## src/rtl/systolic_result_drain_pkg.sv

```systemverilog
// Shared constants and types for the systolic array result drain stage.
// The 3x3 array yields nine elements, streamed with a 4-bit index.
package systolic_result_drain_pkg;

  typedef enum logic [1:0] {
    ST_IDLE    = 2'd0,
    ST_COMPUTE = 2'd1,
    ST_DRAIN   = 2'd2
  } state_t;

  localparam int N                  = 3;
  localparam int NUM_ELEM           = N * N;
  localparam int IDX_W              = 4;
  localparam int CNT_W              = 4;
  localparam int DEF_COMPUTE_CYCLES = 3 * N - 2;

  localparam logic [IDX_W-1:0] LAST_IDX = IDX_W'(NUM_ELEM - 1);

endpackage

```

## src/rtl/result_buffer_9x.sv

```systemverilog
// Nine-entry capture register for the array's C outputs plus the read mux.
// Holds its contents between captures so the array can be reused during a drain.
module result_buffer_9x
  import systolic_result_drain_pkg::*;
#(
  parameter int WIDTH_SUM = 8
) (
  input  logic                          clk,
  input  logic                          rst,
  input  logic                          capture,
  input  logic [NUM_ELEM*WIDTH_SUM-1:0] c_in,
  input  logic [IDX_W-1:0]              rd_idx,
  output logic [WIDTH_SUM-1:0]          rd_data
);

  logic [WIDTH_SUM-1:0] mem_q [NUM_ELEM];
  logic [WIDTH_SUM-1:0] mem_d [NUM_ELEM];

  always_comb begin
    for (int i = 0; i < NUM_ELEM; i++) begin
      mem_d[i] = capture ? c_in[i*WIDTH_SUM +: WIDTH_SUM] : mem_q[i];
    end
  end

  always_ff @(posedge clk or posedge rst) begin
    if (rst) begin
      for (int i = 0; i < NUM_ELEM; i++) mem_q[i] <= '0;
    end else begin
      for (int i = 0; i < NUM_ELEM; i++) mem_q[i] <= mem_d[i];
    end
  end

  // Out-of-range indices read as zero rather than aliasing another entry.
  always_comb begin
    rd_data = '0;
    for (int i = 0; i < NUM_ELEM; i++) begin
      if (rd_idx == IDX_W'(i)) rd_data = mem_q[i];
    end
  end

endmodule

```

## src/rtl/systolic_result_drain.sv

```systemverilog
// Runs the 3x3 systolic array for a fixed number of enabled cycles, snapshots
// its nine results and overflow flag, then streams them out row-major.
module systolic_result_drain
  import systolic_result_drain_pkg::*;
#(
  parameter int WIDTH_SUM      = 8,
  parameter int COMPUTE_CYCLES = DEF_COMPUTE_CYCLES
) (
  input  logic                          CLK,
  input  logic                          RST,
  input  logic                          START,
  input  logic [NUM_ELEM*WIDTH_SUM-1:0] C_IN,
  input  logic                          MULTI_OVER_IN,
  output logic                          ARRAY_EN,
  output logic                          BUSY,
  output logic [WIDTH_SUM-1:0]          OUT_DATA,
  output logic [IDX_W-1:0]              OUT_INDEX,
  output logic                          OUT_VALID,
  input  logic                          OUT_READY,
  output logic                          OUT_LAST,
  output logic                          OUT_OVER,
  output logic                          DONE,
  output logic [1:0]                    DBG_STATE
);

  localparam logic [CNT_W-1:0] CNT_LAST = CNT_W'(COMPUTE_CYCLES - 1);

  state_t           state_q, state_d;
  logic [CNT_W-1:0] cnt_q, cnt_d;
  logic [IDX_W-1:0] idx_q, idx_d;
  logic             over_q, over_d;
  logic             done_q, done_d;
  logic             capture;

  // Output handshake: an element transfers on every rising edge where
  // OUT_VALID and OUT_READY are both high. OUT_VALID never depends on
  // OUT_READY, and data/index/last hold steady until the transfer happens.
  always_comb begin
    state_d = state_q;
    cnt_d   = cnt_q;
    idx_d   = idx_q;
    over_d  = over_q;
    done_d  = 1'b0;
    capture = 1'b0;
    case (state_q)
      ST_IDLE: begin
        if (START) begin
          state_d = ST_COMPUTE;
          cnt_d   = '0;
        end
      end
      ST_COMPUTE: begin
        cnt_d = cnt_q + CNT_W'(1);
        if (cnt_q == CNT_LAST) begin
          capture = 1'b1;
          over_d  = MULTI_OVER_IN;
          idx_d   = '0;
          state_d = ST_DRAIN;
        end
      end
      ST_DRAIN: begin
        if (OUT_READY) begin
          if (idx_q == LAST_IDX) begin
            state_d = ST_IDLE;
            done_d  = 1'b1;
          end else begin
            idx_d = idx_q + IDX_W'(1);
          end
        end
      end
      default: state_d = ST_IDLE;
    endcase
  end

  always_ff @(posedge CLK or posedge RST) begin
    if (RST) begin
      state_q <= ST_IDLE;
      cnt_q   <= '0;
      idx_q   <= '0;
      over_q  <= 1'b0;
      done_q  <= 1'b0;
    end else begin
      state_q <= state_d;
      cnt_q   <= cnt_d;
      idx_q   <= idx_d;
      over_q  <= over_d;
      done_q  <= done_d;
    end
  end

  result_buffer_9x #(
    .WIDTH_SUM(WIDTH_SUM)
  ) u_buf (
    .clk     (CLK),
    .rst     (RST),
    .capture (capture),
    .c_in    (C_IN),
    .rd_idx  (idx_q),
    .rd_data (OUT_DATA)
  );

  assign ARRAY_EN  = (state_q == ST_COMPUTE);
  assign BUSY      = (state_q != ST_IDLE);
  assign OUT_VALID = (state_q == ST_DRAIN);
  assign OUT_LAST  = (state_q == ST_DRAIN) && (idx_q == LAST_IDX);
  assign OUT_INDEX = idx_q;
  assign OUT_OVER  = over_q;
  assign DONE      = done_q;
  assign DBG_STATE = state_q;

endmodule

```

## config.mk

```make
export PLATFORM = sky130hd
export DESIGN_NAME = systolic_result_drain
export DESIGN_NICKNAME = d
export VERILOG_FILES = /design/src/rtl/systolic_result_drain_pkg.sv /design/src/rtl/result_buffer_9x.sv /design/src/rtl/systolic_result_drain.sv
export SDC_FILE = /design/constraint.sdc
export NUM_CORES = 1
export LEC_CHECK = 0
export ABC_AREA = 1
export CORE_ASPECT_RATIO = 0.8
export CORE_MARGIN = 3
export CORE_UTILIZATION = 30
export DETAILED_ROUTE_END_ITERATION = 6
export PLACE_DENSITY = 0.49
export SLEW_MARGIN = 25
export SYNTH_ARGS = -nofsm -noshare
export SYNTH_HDL_FRONTEND = slang
export SYNTH_SLANG_ARGS = --single-unit
```

## constraint.sdc

```tcl
create_clock -name CLK -period 3.19 [get_ports CLK]
set_input_delay 0.638 -clock CLK [delete_from_list [all_inputs] [get_ports CLK]]
set_output_delay 0.638 -clock CLK [all_outputs]
set_load 0.05 [all_outputs]
```

* After elaboration in Yosys (flattened, before gate mapping)
Index checks and enable logic that the tools add are counted.
W data, S select, Z words.
** Storage, ports and cells
- Flip-flop bits (word level) :: 84
- Input bits :: 77
** Cells by class
- Add/sub/neg operators :: 2
- Equality and inequality tests :: 16
- Mux-type cells :: 25
- Reductions and logical operators :: 10
** Operators by type and width (number)
- $mux W8 :: 9
- $eq A4 B3 Y1 const B :: 5
- $mux W4 :: 4
- $pmux W4 S2 :: 2
- $add A4 B1 Y4 const B :: 2
- $eq A4 B2 Y1 const B :: 2
- $mux W2 :: 4
- $reduce_and A4 Y1 :: 2
- $ne A2 B1 Y1 const B :: 3
- $pmux W2 S3 :: 1
- $reduce_bool A2 Y1 :: 3
- $mux W1 :: 5
- $eq A4 B1 Y1 const B :: 1
- $eq A4 B4 Y1 const B :: 1
- $logic_not A4 Y1 :: 1
- $ne A2 B2 Y1 const B :: 2
- $reduce_and A2 Y1 :: 2
- $eq A2 B1 Y1 const B :: 1
- $eq A2 B2 Y1 const B :: 1
- $logic_not A2 Y1 :: 1
- $logic_and A1 B1 Y1 :: 1

* Depth between registers and ports, before layout
Gate-level depths: netlist of run 1.
- Depth in word-level cells :: 10
- Depth in mapped cells :: 13
- Depth with buffers taken out :: 11

* By module
A second synthesis of run 1 with hierarchy kept.
** Second synthesis, totals
- Cells, all modules :: 424
- Area, all modules :: 4007.6 um2
** By module, submodules not included
- result_buffer_9x :: times used 1, cells each 342, area an instance 3324.4 um2
- systolic_result_drain :: times used 1, cells each 82, area an instance 683.2 um2

* Worst setup path before layout of run 1
OpenSTA, ideal clock, no wires.
- Path type :: reg2out
- From :: register idx_q[1], in the netlist OUT_INDEX[1]
- To :: output OUT_DATA[3]
- Arrival time :: 2.095 ns
- Required time :: 2.552 ns
- Setup slack :: 0.457 ns
- Cell stages (with the launch flop) :: 14
- Buffers on the path :: 2
- Path through :: dfrtp_1 -> inv_1 -> ha_1 -> buf_2 -> buf_2 -> nor2_1 -> nand3_1 -> nand3_1 -> nand2_1 -> nand4_1 -> nand2_1 -> nand2_1 -> nand2_1 -> nand2_1
** Between the ends
- Word-level cells in the longest chain between the ends :: 10
** RTL lines
- start: declaration :: RTL line systolic_result_drain.sv:30 : logic [IDX_W-1:0] idx_q, idx_d;
- start signal: assignment :: RTL line systolic_result_drain.sv:85 : idx_q <= idx_d;
- $logic_not A4 Y1 :: RTL line result_buffer_9x.sv:37 : if (rd_idx == IDX_W'(i)) rd_data = mem_q[i];
- $mux W8 (8 in series) :: RTL line result_buffer_9x.sv:37
- $mux W8 * :: RTL line result_buffer_9x.sv:37
- end: declaration :: RTL line systolic_result_drain.sv:16 : output logic [WIDTH_SUM-1:0] OUT_DATA,
Mark *: on every way between the ends. The rest lies on a longest branch, timed or not.

* Worst setup path in the final report of run 1
- From :: register idx_q[0], in the netlist OUT_INDEX[0]
- To :: output OUT_LAST
** Between the ends
- Word-level cells in the longest chain between the ends :: 2
** RTL lines
- $eq A4 B4 Y1 :: RTL line systolic_result_drain.sv:105 : assign OUT_LAST = (state_q == ST_DRAIN) && (idx_q == LAST_IDX);
- $logic_and A1 B1 Y1 :: RTL line systolic_result_drain.sv:105
- end: declaration :: RTL line systolic_result_drain.sv:20 : output logic OUT_LAST,
No other way between the ends.

==> out/metrics.cfg, run 1 <==
[outcome]
status=completed

[global_routing]
grt_pass1_wl_um=19200
grt_util_all_layers=0.153
overflow=0
grt_start_max_net_pins=85
antenna_found_initial=0
grt_pass1_vias=3705

[synth]
synth_nets=657
netlist_area_um2=4230
synthArstFlopShare=1.00
ys.flop_type=dfrtp_1
synthCells=574
synth-edff-count=0
synth.avg_cell_area_um2=7.37
ys_ff_latch=84
ys_seq_area_frac=0.497
synth.distinct_cells=26
ys.warnings.count=0

[cells_and_area]
diodes=0
nNetsFinal=747
syn_to_final_growth_pct=35.4
instances_no_fill=849
drive_gt1_frac=0.0703

[clock_tree]
cts.clk_slew.worst_paths_ns=0.06
root_buffer=clkbuf_16
clk_latency_ns=0.33
cts_setup_buffers=0
cts_sinks=84
cts_resized=0
numCtsBuffers=9
clk_path_buf_depth=2
cts_hold_buf=0
cts_tree=built
h-tree-depth=3

[floorplan]
io_pins=97
core_area_um2=13700
die_h_um=112
start_util=0.309
die_area_um2=15600
fp-row-count=38
die_x_um=139

[power]
pwr-share-comb=0.520
p_int_mw=3.41
p_sw_mw=2.65
p_per_area_nw_per_um2=1060
power_mw=6.06
power_leakage_nw=2.84
pwr-share-clk=0.165
ir_drop_v=0.000951
p_sw_frac=0.437
sequentialPowerShare=0.315

[placed_design]
port_buffers=96
dp_hpwl_um=8430
dp_cells=832
gp_congestion=0.832

[timing]
maxSlewHeadroom=0.632
rsz0062_at_grt=no
fin_crit_ns=3.00
slew_violations=0
finalHoldViolCount=0
fmax_ghz=0.334
worst_slew_pin_slew_ns=0.550
setup_violations=0
setup_tns_ns=0
final.setup_skew_ns=0.00676
period_share=0.939

[setup_path]
cp.required_ns=2.55
critPathKind=register to output port
worst_setup_path_start_kind=register
cp-end-kind=output port
worstPathMaxFanout=10
crit_arrival_ns=2.36

[route]
drt_iter0_drc=258
num_vias=3693
drc=0
via_per_inst=4.35
dr.pass1.iters=4
drt-wirelength-per-cell_um=13.7
finalWirelength_um=11600
detail-route-antenna-nets=0

[job]
cap_violations=0

[worst_hold_path]
hp-class=register to register

## cell type report
cell class,count,area (um^2)
fillers,1412,7970
multi-input cells,416,1820
clock buffers,13,270
inverters,51,193
well taps,180,225
flip-flops and latches,84,2100
clock inverters,3,20.0
repair buffers,102,1100
## final timing paths
path,start,end,slack [ns],cells after the start
max,OUT_INDEX[0]$_DFFE_PP0P_,OUT_LAST,0.19,5
min,u_buf.mem_q[51]$_DFFE_PP0P_,u_buf.mem_q[51]$_DFFE_PP0P_,0.48,2
max reg2reg,cnt_q[0]$_DFFE_PP0P_,OUT_INDEX[2]$_DFFE_PP0P_,0.92,12
min reg2reg,u_buf.mem_q[51]$_DFFE_PP0P_,u_buf.mem_q[51]$_DFFE_PP0P_,0.48,2
max in group asynchronous,RST,u_buf.mem_q[61]$_DFFE_PP0P_,2.09,3
min in group asynchronous,RST,OUT_OVER$_DFFE_PP0P_,0.70,3
## cell usage after synthesis (3+ instances only)
cell type    n  area (um^2)
dfrtp_1     84         2100
nor2_1      30          113
nand2_1    291         1090
o21ai_0     26          130
nand4_1      9         56.3
clkbuf_1     3         11.3
buf_2       16         80.1
nand3b_1     6         45.0
inv_1       46          173
inv_2        4         15.0
nand3_1     34          170
ha_1         6         75.1
buf_6        3         33.8
## cell families after synthesis
kind of cell    synth area share
flops                      0.497
fa+ha+maj                 0.0177
mux                      0.00237
buf+inv                   0.0778
compound gates            0.0328
simple gates               0.372
## state kept, by name (all words and copies together) (netlist names)
name and count:
OUT_INDEX 4, DBG_STATE 2, u_buf.mem_q 72, cnt_q 4, OUT_OVER 1, DONE 1
## placed cells by master, fill, tap and decap left out, drive strengths merged
cell and n:
clkbuf 13, inv 49, nand3b 6, nand3 36, nor3 1, buf 14, clkinv 3, dfrtp 84
o21ai 27, nand2 293, clkinvlp 2, nand4 9, ha 6, nor2 35, mux2i 1, or2 2
clkdlybuf4s50 88
## critical path: stages, from the launching register on
cell             delay (ns)
dfrtp_1                0.42
inv_1                  0.14
ha_2                   0.33
nand3_1                0.19
nor2_1                 0.13
clkdlybuf4s50_1        0.81
## power groups by stage
stage	Combinational (mW)	Clock (mW)	Sequential, mW
2_1_floorplan	1.88	0	1.94
3_3_place_gp	3.13	0	1.91
3_5_place_dp	3.17	0	1.91
4_1_cts	3.18	1.03	1.90
5_1_grt	3.48	1.07	1.97
6_report	3.15	0.997	1.91
## routing by layer
| metal | global-route usage | share of wire | vias up |
|---|---|---|---|
| met3 | 0.0345 | 0.042 | 2 |
| met4 | 0.0365 | 0.0033 | 0 |
| li1 | - | - | 1931 |
| met5 | 0 | 0 | - |
| met2 | 0.216 | 0.42 | 77 |
| met1 | 0.237 | 0.53 | 1683 |
## stage by stage
step	cell area (um^2)	setup slack (ns)	utilization	hold slack, ns
6_report	5730	0.193	0.418	0.476
5_1_grt	5730	0.00178	0.418	0.497
4_1_cts	5710	0.0728	0.417	0.478
3_5_place_dp	5420	0.448	0.396	0.461
3_3_place_gp	5420	0.486	0.396	0.459
2_1_floorplan	4230	0.387	-	0.440
Power figures use the tool's default switching activity.
==> run 2: changes to the inputs <==
--- a/config.mk
+++ b/config.mk
@@ -8,9 +8,9 @@
 export ABC_AREA = 1
 export CORE_ASPECT_RATIO = 0.8
 export CORE_MARGIN = 3
-export CORE_UTILIZATION = 30
+export CORE_UTILIZATION = 45
 export DETAILED_ROUTE_END_ITERATION = 6
-export PLACE_DENSITY = 0.49
+export PLACE_DENSITY = 0.7
 export SLEW_MARGIN = 25
 export SYNTH_ARGS = -nofsm -noshare
 export SYNTH_HDL_FRONTEND = slang
==> out/metrics.cfg, run 2 (same netlist as run 1, synthesis figures left out) <==
[timing]
finalHoldViolCount=0  ; unchanged
period_share=0.937  ; was 0.939
setup_violations=0  ; unchanged
final.setup_skew_ns=0.00515  ; was 0.00676 ns
slew_violations=0  ; unchanged
fmax_ghz=0.335  ; was 0.334 GHz
fin_crit_ns=2.99  ; was 3.00 ns
rsz0062_at_grt=no  ; unchanged
maxSlewHeadroom=0.656  ; was 0.632
worst_slew_pin_slew_ns=0.514  ; was 0.550 ns
setup_tns_ns=0  ; unchanged

[cells_and_area]
layout_commonest_cell=nand2_1  ; unchanged
syn_to_final_growth_pct=33.8  ; was 35.4%
regArea_um2=2100  ; unchanged
instances_no_fill=777  ; was 849
nNetsFinal=743  ; was 747
drive_gt1_frac=0.0662  ; was 0.0703
multi_input_area_um2=1810  ; was 1820 um^2
largest_reg_flops=72  ; unchanged
largest-register=u_buf.mem_q  ; unchanged
diodes=0  ; unchanged
final_area_um2=5660  ; was 5730 um^2
fillers=773  ; was 1412
final_cell_mix=290 x nand2_1, 87 x clkdlybuf4s50_1, 84 x dfrtp_1  ; was 290 x nand2_1, 88 x clkdlybuf4s50_1, 84 x dfrtp_1

[clock_tree]
root_buffer=clkbuf_16  ; unchanged
clk_path_buf_depth=2  ; unchanged
cts_sinks=84  ; unchanged
numCtsBuffers=9  ; unchanged
h-tree-depth=3  ; unchanged
cts.clk_slew.worst_paths_ns=0.06  ; about the same
cts_setup_buffers=0  ; unchanged
cts_hold_buf=0  ; unchanged
cts_tree=built  ; unchanged
clk_latency_ns=0.34  ; was 0.33 ns

[placed_design]
dp_hpwl_um=8070  ; was 8430 um
gp_congestion=0.821  ; was 0.832
port_buffers=96  ; unchanged
dp_cells=761  ; was 832
placed_area_um2=5330  ; was 5420 um^2

[power]
power_mw=6.17  ; was 6.06 mW
sequentialPowerShare=0.315  ; about the same
pwr-share-comb=0.501  ; was 0.520
p_sw_mw=2.65  ; about the same
power_leakage_nw=2.87  ; was 2.84 nW
p_sw_frac=0.429  ; was 0.437
pwr-share-clk=0.184  ; was 0.165
ir_drop_v=0.000685  ; was 0.000951 V
p_int_mw=3.52  ; was 3.41 mW
p_per_area_nw_per_um2=1090  ; was 1060 nW/um^2

[setup_path]
critPathKind=register to output port  ; unchanged
crit_top_cell=nand2_1
cp-end-kind=output port  ; unchanged
cp.required_ns=2.55  ; about the same
crit_arrival_ns=2.35  ; was 2.36 ns
worstPathMaxFanout=10  ; unchanged
path_cells=inv_1 > ha_1 > inv_1 > nor2_2 > nand2_1 > nand4_1 > nand2_1 > nand2_1 > nand2_1 > nand2_1 > buf_12  ; was inv_1 > ha_2 > nand3_1 > nor2_1 > clkdlybuf4s50_1
cpLargestDelayFamily=simple AND/OR/NAND/NOR gates  ; was buffers and inverters
cp_num_buf_inv=3  ; was 2
worst_setup_path_start_kind=register  ; unchanged
critPathSlowestCell=dfrtp_1  ; was clkdlybuf4s50_1
max_stage_delay_ns=0.42  ; was 0.81 ns

[floorplan]
die_x_um=114  ; was 139 um
start_util=0.480  ; was 0.309
fp-row-count=30  ; was 38
die_h_um=92.7  ; was 112 um
core_area_um2=8820  ; was 13700 um^2
die_area_um2=10600  ; was 15600 um^2
io_pins=97  ; unchanged

[route]
dr.pass1.iters=5  ; was 4
num_vias=3860  ; was 3693
drt-wirelength-per-cell_um=14.4  ; was 13.7 um
drt_iter0_drc=302  ; was 258
detail-route-antenna-nets=0  ; unchanged
via_per_inst=4.97  ; was 4.35
drc=0  ; unchanged
finalWirelength_um=11200  ; was 11600 um

[global_routing]
grt_pass1_wl_um=18000  ; was 19200 um
antenna_found_initial=0  ; unchanged
grt_pass1_vias=3651  ; was 3705
grt_start_max_net_pins=67  ; was 85
overflow=0  ; unchanged
grt_util_all_layers=0.217  ; was 0.153

[outcome]
status=completed  ; unchanged

[job]
cap_violations=0  ; unchanged

[worst_hold_path]
hp-class=register to register  ; unchanged

## run 2: cell types whose count changed in the layout (fill, tap and decap cells not counted)
cell             delta
clkinvlp_4          -2
clkinv_4            +2
clkdlybuf4s50_1     -1
clkinv_2            +1
clkbuf_1            -1
buf_4               -4
bufinv_16           +2
buf_12              +1
clkbuf_8            -2
nor2_4              -1
dlymetal6s2s_1      +1
## run 2: worst min-delay path: cells and delay by family (launching register included)
| family | cells | cell delay (ns) |
|---|---|---|
| flops | 1 | 0.33 |
| simple gates | 2 | 0.12 |
## run 2: final cells by class
class | count | area share
sequential | 84 | 0.371
clock buffer | 10 | 0.0422
multi-input combinational | 415 | 0.319
tap | 112 | 0.0248
timing repair buffer | 99 | 0.193
clock inverter | 6 | 0.0155
inverter | 51 | 0.0340
## run 2: power groups by stage
stage | combinational (mW) | sequential, mW | clock, mW
floorplan | 1.88 | 1.94 | 0
global placement | 3.01 | 1.94 | 0
detailed placement | 3.08 | 1.94 | 0
CTS | 3.10 | 1.94 | 1.15
global route | 3.38 | 2.00 | 1.19
finish | 3.09 | 1.95 | 1.13
## run 2: per-layer routing
metal	wire length [um]	up-vias	global-route usage
met3	651	11	0.0575
met4	127	0	0.0554
met2	4940	114	0.316
met5	0	-	0
li1	-	1927	-
met1	5470	1808	0.320
## run 2: final timing paths
path	start	to	slack, ns	depth (start not counted)
max	OUT_INDEX[0]$_DFFE_PP0P_	OUT_DATA[2]	0.20	11
min	u_buf.mem_q[51]$_DFFE_PP0P_	u_buf.mem_q[51]$_DFFE_PP0P_	0.48	2
max reg2reg	cnt_q[0]$_DFFE_PP0P_	u_buf.mem_q[48]$_DFFE_PP0P_	1.10	9
min reg2reg	u_buf.mem_q[51]$_DFFE_PP0P_	u_buf.mem_q[51]$_DFFE_PP0P_	0.48	2
max in group asynchronous	RST	u_buf.mem_q[6]$_DFFE_PP0P_	1.89	3
min in group asynchronous	RST	cnt_q[0]$_DFFE_PP0P_	0.63	2
## run 2: stage by stage
| stage | utilization | worst slack (ns) | hold slack (ns) |
|---|---|---|---|
| final | 0.642 | 0.201 | 0.480 |
| after global routing | 0.642 | 0.0332 | 0.497 |
| after CTS | 0.641 | 0.0736 | 0.480 |
| after detailed placement | 0.604 | 0.435 | 0.466 |
| after global placement | 0.604 | 0.495 | 0.454 |
| after floorplan | - | 0.387 | 0.440 |
## run 2: what timing repair did
item / 4_1_cts / 5_1_grt
endpoints found under the setup margin: 0 / 9
endpoints found under the hold margin: 0 / 0
resized for setup: 0 / 3
